--- config.mk ---
export PLATFORM = sky130hd
export DESIGN_NAME = nibble_serial_adder
export DESIGN_NICKNAME = d
export VERILOG_FILES = /design/src/rtl/nibble_serial_adder.sv
export SDC_FILE = /design/constraint.sdc
export NUM_CORES = 1
export LEC_CHECK = 0
export CAP_MARGIN = 20
export CORE_MARGIN = 2
export CORE_UTILIZATION = 40
export CTS_CLUSTER_DIAMETER = 80
export DETAILED_ROUTE_END_ITERATION = 6
export HOLD_SLACK_MARGIN = 0.06
export PLACE_DENSITY = 0.63
export RECOVER_POWER = 100
export REMOVE_ABC_BUFFERS = 1
export SETUP_SLACK_MARGIN = 0.05
export SLEW_MARGIN = 20
export SYNTH_ARGS = -nofsm -noshare
export SYNTH_HDL_FRONTEND = slang
export SYNTH_HIERARCHICAL = 1
export SYNTH_SLANG_ARGS = --single-unit
export TNS_END_PERCENT = 50
--- constraint.sdc ---
create_clock -name clk -period 3.9 [get_ports clk]
set_input_delay 0.39 -clock clk [delete_from_list [all_inputs] [get_ports clk]]
set_output_delay 0.39 -clock clk [all_outputs]
set_load 0.02 [all_outputs]
--- src/rtl/nibble_serial_adder.sv ---
// rtl/nibble_serial_adder.sv - multi-cycle WIDTH-bit adder sequencing nibbles through add_4
module add_4 (
    output logic [3:0] s,
    output logic       co,
    input  logic [3:0] a,
    input  logic [3:0] b,
    input  logic       ci
);
    assign {co, s} = {1'b0, a} + {1'b0, b} + {4'b0000, ci};
endmodule

module nibble_serial_adder #(
    parameter int WIDTH = 16
) (
    input  logic             clk,
    input  logic             rst_n,
    input  logic             in_valid,
    output logic             in_ready,
    input  logic [WIDTH-1:0] a,
    input  logic [WIDTH-1:0] b,
    input  logic             cin,
    output logic             out_valid,
    input  logic             out_ready,
    output logic [WIDTH-1:0] sum,
    output logic             cout
);
    localparam int NIB = WIDTH / 4;
    localparam int IW  = (NIB > 1) ? $clog2(NIB) : 1;
    localparam logic [IW-1:0] LAST = IW'(NIB - 1);

    typedef enum logic [1:0] {IDLE, RUN, DONE} state_t;

    state_t          state, state_next;
    logic [WIDTH-1:0] op_a, op_b;
    logic            carry;
    logic [IW-1:0]   idx;
    logic [IW+1:0]   base;
    logic [3:0]      nib_s;
    logic            nib_co;

    // Bit offset of the current nibble; the carry between nibbles only passes through the carry register.
    assign base = {idx, 2'b00};

    add_4 u_add_4 (
        .s  (nib_s),
        .co (nib_co),
        .a  (op_a[base +: 4]),
        .b  (op_b[base +: 4]),
        .ci (carry)
    );

    assign in_ready = (state == IDLE);

    always_comb begin
        state_next = state;
        case (state)
            IDLE:    if (in_valid)     state_next = RUN;
            RUN:     if (idx == LAST)  state_next = DONE;
            DONE:    if (out_ready)    state_next = IDLE;
            default:                   state_next = IDLE;
        endcase
    end

    always_ff @(posedge clk or negedge rst_n) begin
        if (!rst_n) begin
            state     <= IDLE;
            op_a      <= '0;
            op_b      <= '0;
            carry     <= 1'b0;
            idx       <= '0;
            sum       <= '0;
            cout      <= 1'b0;
            out_valid <= 1'b0;
        end else begin
            state     <= state_next;
            out_valid <= (state_next == DONE);
            case (state)
                IDLE: begin
                    if (in_valid) begin
                        op_a  <= a;
                        op_b  <= b;
                        carry <= cin;
                        idx   <= '0;
                        sum   <= '0;
                    end
                end
                RUN: begin
                    sum[base +: 4] <= nib_s;
                    carry          <= nib_co;
                    idx            <= idx + 1'b1;
                    if (idx == LAST) cout <= nib_co;
                end
                default: ;
            endcase
        end
    end
endmodule

# --- Word level (Yosys, flattened, before mapping) ---
# Cells that the tools add are included.
totals:
  ff_bits: 55
  latch_bits: 0
  mem_bits_rw: 0
  rom_bits: 0
  input_bits: 37
  out_inout_bits: 19
  word_cells: 37
  memories: 0
classes:
  n_addsub: 4
  mul: 0
  div: 0
  order_cmp: 0
  n_eq_ne: 5
  n_shift: 4
  mux: 11
  bitwise: 0
  reduce_logical: 5
ops:
  columns: ["op", "n"]
  rows:
  - ["$pmux W16 S2", 1]
  - ["$shiftx A16 B5 Y4", 2]
  - ["$bwmux W16", 1]
  - ["$mux W16", 1]
  - ["$shift A4 B6 Y16 const A", 1]
  - ["$shiftx A4 B6 Y16", 1]
  - ["$mux W2", 4]
  - ["$eq A2 B2 Y1 const B", 3]
  - ["$neg A4 Y6", 1]
  - ["$pmux W2 S3", 1]
  - ["$reduce_and A2 Y1", 3]
  - ["$add A4 B4 Y5", 1]
  - ["$add A5 B1 Y5", 1]
  - ["$pmux W2 S2", 1]
  - ["$add A2 B1 Y2 const B", 1]
  - ["$eq A2 B1 Y1 const B", 1]
  - ["$logic_not A2 Y1", 1]
  - ["$ne A2 B2 Y1 const B", 1]
  - ["$pmux W1 S2", 1]
  - ["$reduce_bool A2 Y1", 1]
  - ["$mux W1", 1]

# --- Longest topological paths before layout ---
logic_depth:
  word_depth: 6
  ltp_mapped: 9
  mapped_depth_nobuf: 8

# --- Hierarchy ---
# Netlist, hierarchy kept.
by_module_without_submodules:
  columns: ["mod", "n_inst", "cells_per_inst", "area_each_um2", "seq_area_each_um2"]
  rows:
  - ["nibble_serial_adder", 1, 160, 2472.4, 1376.3]
  - ["add_4", 1, 16, 143.9, 0.0]

# --- Worst setup path before layout ---
# OpenSTA, ideal clock, no wires.
synth_timing:
  kind: "register to register"
  from: "reg idx[0]"
  to: "reg carry"
  setup_time_ns: 0.126
  t_arrival_ns: 2.503
  t_required_ns: 3.774
  slack_ns: 1.271
  stages_incl_launch_ff: 10
  path_buffers: 1
  period_less_slack_ns: 2.629
  cell_sequence: "dfrtp_1 > buf_4 > mux4_2 > fa_1 > inv_1 > fa_1 > nor2b_1 > o21ai_0 > nand2b_1 > a221o_1"
synth_between:
  elab_chain_len: 4
  word_cells_on_any_way: 5
  classes_between: "2 x add/sub; 2 x shift; 1 x mux"
synth_lines:
  columns: ["item", "line", "text"]
  rows:
  - ["start: declaration", "36", "logic [IW-1:0] idx;"]
  - ["start signal: assignment", "90", "idx <= idx + 1'b1;"]
  - ["$shiftx A16 B5 Y4 (on tied branches)", "47, 48", null]
  - ["$add A4 B4 Y5 *", "9", "assign {co, s} = {1'b0, a} + {1'b0, b} + {4'b0000, ci};"]
  - ["$add A5 B1 Y5 *", "9", null]
  - ["named net nib_co", "39", "logic nib_co;"]
  - ["$pmux W1 S2 *", "77", "case (state)"]
  - ["end signal: assignment", "82", "carry <= cin;"]
  - ["end signal: assignment", "89", "carry <= nib_co;"]
  - ["end: declaration", "35", "logic carry;"]
# The timed path passes the listed nets; every way through them passes the cells marked *.
# A chain may end at the register's enable or synchronous reset.

# --- Final worst setup path ---
# Same ends and word-level chain as after synthesis.

==> tab_implementation.tex <==
\begin{tabular}{lr}
\hline
Metric & Value \\
\hline
\multicolumn{2}{l}{\textbf{Logic synthesis}} \\
Cell variety after synth & 31 \\
Predominant post-synthesis flop cell & dfrtp\_1 \\
Proportion of netlist area held by the largest area contributor & around 53\% \\
Mean Syn Cell Area & 14.9 um\^{}2 \\
Synth Instances & 176 \\
Cell area after synthesis & $\sim$2600 um\^{}2 \\
Top cells by count, synth & dfrtp\_1 (55), mux2\_1 (30), a22o\_1 (17), ha\_1 (9), mux4\_2 (8) \\
Number of enable flip-flop cells after synthesis & 0 \\
Count of synthesis-stage warnings from yosys & 6 \\
Sequential share of the synthesized area & 52.6\% \\
Flop and latch count out of synthesis & between 50 and 60 \\
Leading post-synthesis cells by cell area & dfrtp\_1 (53\%), mux2\_1 (13\%), mux4\_2 (6.9\%), a22o\_1 (5.7\%), ha\_1 (4.3\%) \\
Cell with the most instances after synthesis & dfrtp\_1 \\
Proportion of register bits with asynchronous set or reset after synthesis & 100\% \\
Cell type with the highest aggregate area in the netlist & dfrtp\_1 \\
\multicolumn{2}{l}{\textbf{Critical path}} \\
Highest net fanout along the worst path & 14 \\
Startpoint type of the worst setup path & flip-flop \\
Critical path's slowest cell & clkbuf\_1 \\
Data arrival time of the critical path & 3.08 ns \\
Worst path buffer plus inverter count & 1 \\
Reg2reg end & carry \\
Worst Reg-to-Reg Cells & 7 \\
End point of the critical path & carry \\
Largest stage delay on the critical path & around 0.64 ns \\
Required @ worst endpoint & between 4 and 5 ns \\
Cell-by-cell trace of the critical path & clkbuf\_1, mux4\_2, ha\_1, nor2b\_1, o21ai\_0, nand2b\_1, a221o\_1 \\
Startpoint of the most critical setup path & idx[0] \\
Cell class contributing the biggest share of worst-path delay & buffers and inverters \\
Reg-to-reg critical path startpoint & idx[0] \\
R2R setup slack & roughly 1 ns \\
Critical path depth in cells & 7 \\
Endpoint type of the worst setup path & flip-flop \\
Setup Crit Path Kind & reg2reg \\
\multicolumn{2}{l}{\textbf{GRT}} \\
Initial antenna violation count & 0 \\
Overall routing resource usage & between 10 and 15\% \\
Pin count of the biggest net entering global routing & 56 \\
Wire length of the first global-routing pass & 8.06 mm \\
Via count of the first global-routing pass & approximately 1.6k \\
Global route overflow & 0 \\
\multicolumn{2}{l}{\textbf{Clock network}} \\
Setup fix buffers added after clock tree synthesis & 0 \\
Clock tree from TritonCTS & done \\
Buffer depth of the longest clock path & 2 \\
Library cell used as clock root buffer & clkbuf\_8 \\
Gates resized, CTS repair & 0 \\
Post-CTS Hold Fix Bufs & 0 \\
Clock input transition at the sequential cells of the worst setup and hold paths & around 0.1 ns \\
Number of H-tree levels & 2 \\
Clock latency on the worst-skew pair & between 0.3 and 0.4 ns \\
Clock sink count & between 50 and 60 \\
Number of buffers created by CTS & 5 \\
\multicolumn{2}{l}{\textbf{Cells and area}} \\
Fill cell count & 554 \\
Number of diodes added for antenna fixing & 0 \\
Share of cells above drive strength 1 & just over 10\% \\
Area taken by flip-flops and latches & 1380 um\^{}2 \\
Multi-input gate area & approximately 1100 um\^{}2 \\
Post-layout net count & about 280 \\
Non-filler cells, final & $\sim$310 \\
Area growth syn-to-layout & 24.8\% \\
\multicolumn{2}{l}{\textbf{Flow run}} \\
Number of max-capacitance violations reported & 1 \\
\multicolumn{2}{l}{\textbf{Placement}} \\
Port bufs & 55 \\
Final weighted congestion in routability-driven placement & between 0.6 and 0.7 \\
DP Cell Count & slightly above 300 \\
DPL Wire Length & roughly 3.5 mm \\
Pre-CTS WS & 1.30 ns \\
\multicolumn{2}{l}{\textbf{Detailed routing}} \\
Pre-Repair DR Iteration Count & 4 \\
Via density & 5.20 \\
Post-route antenna net violation count & 0 \\
Post-detailed-route wirelength per cell & roughly 16 um \\
DRC errors left & 0 \\
Starting DRC count in detailed routing & between 40 and 50 \\
Vias post-DR & around 1.6k \\
Total detailed-routing wirelength & 4.87 mm \\
\multicolumn{2}{l}{\textbf{Power}} \\
Total design power & 2880 uW \\
Static power due to leakage & 0.00147 uW \\
Total power divided by cell area & $\sim$900 nW/um\^{}2 \\
Max VDD drop & 435 uV \\
\multicolumn{2}{l}{\textbf{Timing}} \\
Final critical-path setup slack & approximately 1.0 ns \\
Final setup fails & 0 \\
RSZ-0062 raised after global routing & no \\
Actual slew at the worst max-slew pin & approximately 1.6 ns \\
Normalized max-slew margin & -3.73\% \\
Final worst path period need & 2.89 ns \\
Total count of max-transition violations in the final report & 33 \\
Final hold violations & 0 \\
Peak clock frequency supported by timing & $\sim$350 MHz \\
Fin crit share & between 70\% and 80\% \\
Post-Route Setup TNS & 0 ns \\
Clk\_skew & between 0.01 and 0.015 ns \\
\multicolumn{2}{l}{\textbf{Floorplan}} \\
Horizontal die dimension & around 85 um \\
Chip height & $\sim$85 um \\
Initial Utilization & between 40\% and 50\% \\
Core footprint & roughly 6300 um\^{}2 \\
Number of rows created at floorplan & 29 \\
Overall die area & $\sim$7000 um\^{}2 \\
I/O pin cnt & 56 \\
\multicolumn{2}{l}{\textbf{Hold path}} \\
Class of the tightest hold or removal check & in2async \\
\multicolumn{2}{l}{\textbf{Run status}} \\
Result of the run & complete, but fails checks \\
Violations in the final reports & capacitance limit, slew limit \\
\hline
\end{tabular}
-- cells by family after synthesis --
| kind of cell | synth area share (%) |
|---|---|
| XOR/XNOR | 0.670 |
| multiplexers | 21.1 |
| adder cells (fa/ha/maj) | 5.83 |
| flip-flops | 52.6 |
| AND/OR/NAND/NOR | 7.56 |
| AO/OA/AOI/OAI | 9.28 |
| buffers and inverters | 2.96 |
-- report_power, final --
group	switching [uW]	leakage, uW	total, uW	internal, uW
Clock	192	0.0000581	384	192
Combinational	762	0.000726	1470	711
Sequential	191	0.000685	1020	829
-- layout by cell type, fill, tap and decap left out, types with 4 or more instances in the layout --
cell / n
mux2_1: 30
a21o_1: 5
nand2b_1: 5
clkbuf_8: 5
o21ai_0: 4
a22o_1: 17
mux4_2: 8
dfrtp_1: 55
clkdlybuf4s50_1: 35
inv_1: 6
ha_1: 9
dlygate4sd3_1: 19
nand2_1: 7
-- cell type report --
cell class                      instances  share of cell area, %
Clock buffer                            5                   2.11
Multi-Input combinational cell        108                   33.7
Inverter                                6                  0.690
Timing Repair Buffer                   57                   17.0
Sequential cell                        55                   42.1
Tap cell                               77                   2.95
Clock inverter                          3                   1.34
-- state kept, by name, indices dropped and copies added, names as in the netlist --
signal / count
sum: 16
out_valid: 1
op_b: 16
carry: 1
op_a: 16
cout: 1
idx: 2
state: 2
-- metal layers --
metal,global-route usage [%],wire length (um)
met1,19.8,2310
met2,22.2,2270
met3,3.50,218
met4,4.76,68
met5,0,0
-- stage by stage --
| stage | utilization, % | hold slack (ns) | instance area [um^2] |
|---|---|---|---|
| after floorplan | - | 0.0944 | 2560 |
| after detailed placement | 50.7 | 0.474 | 3220 |
| final | 51.4 | 0.202 | 3270 |
| after global placement | 50.7 | 0.469 | 3220 |
| after CTS | 52.5 | 0.220 | 3330 |
| after global routing | 51.4 | 0.250 | 3270 |
-- worst min-delay path by stage --
| stage | to | slack (ns) | cells after the start |
|---|---|---|---|
| 5_1_grt | op_b[0] | 0.25 | 2 |
| 3_3_place_gp | op_b[2] | 0.47 | 1 |
| 6_report | sum[8] | 0.20 | 2 |
| 4_1_cts | op_a[4] | 0.22 | 2 |
| 2_1_floorplan | carry | 0.09 | 0 |
| 3_5_place_dp | op_b[6] | 0.47 | 1 |
No activity file was read; power rests on OpenSTA's default activity.
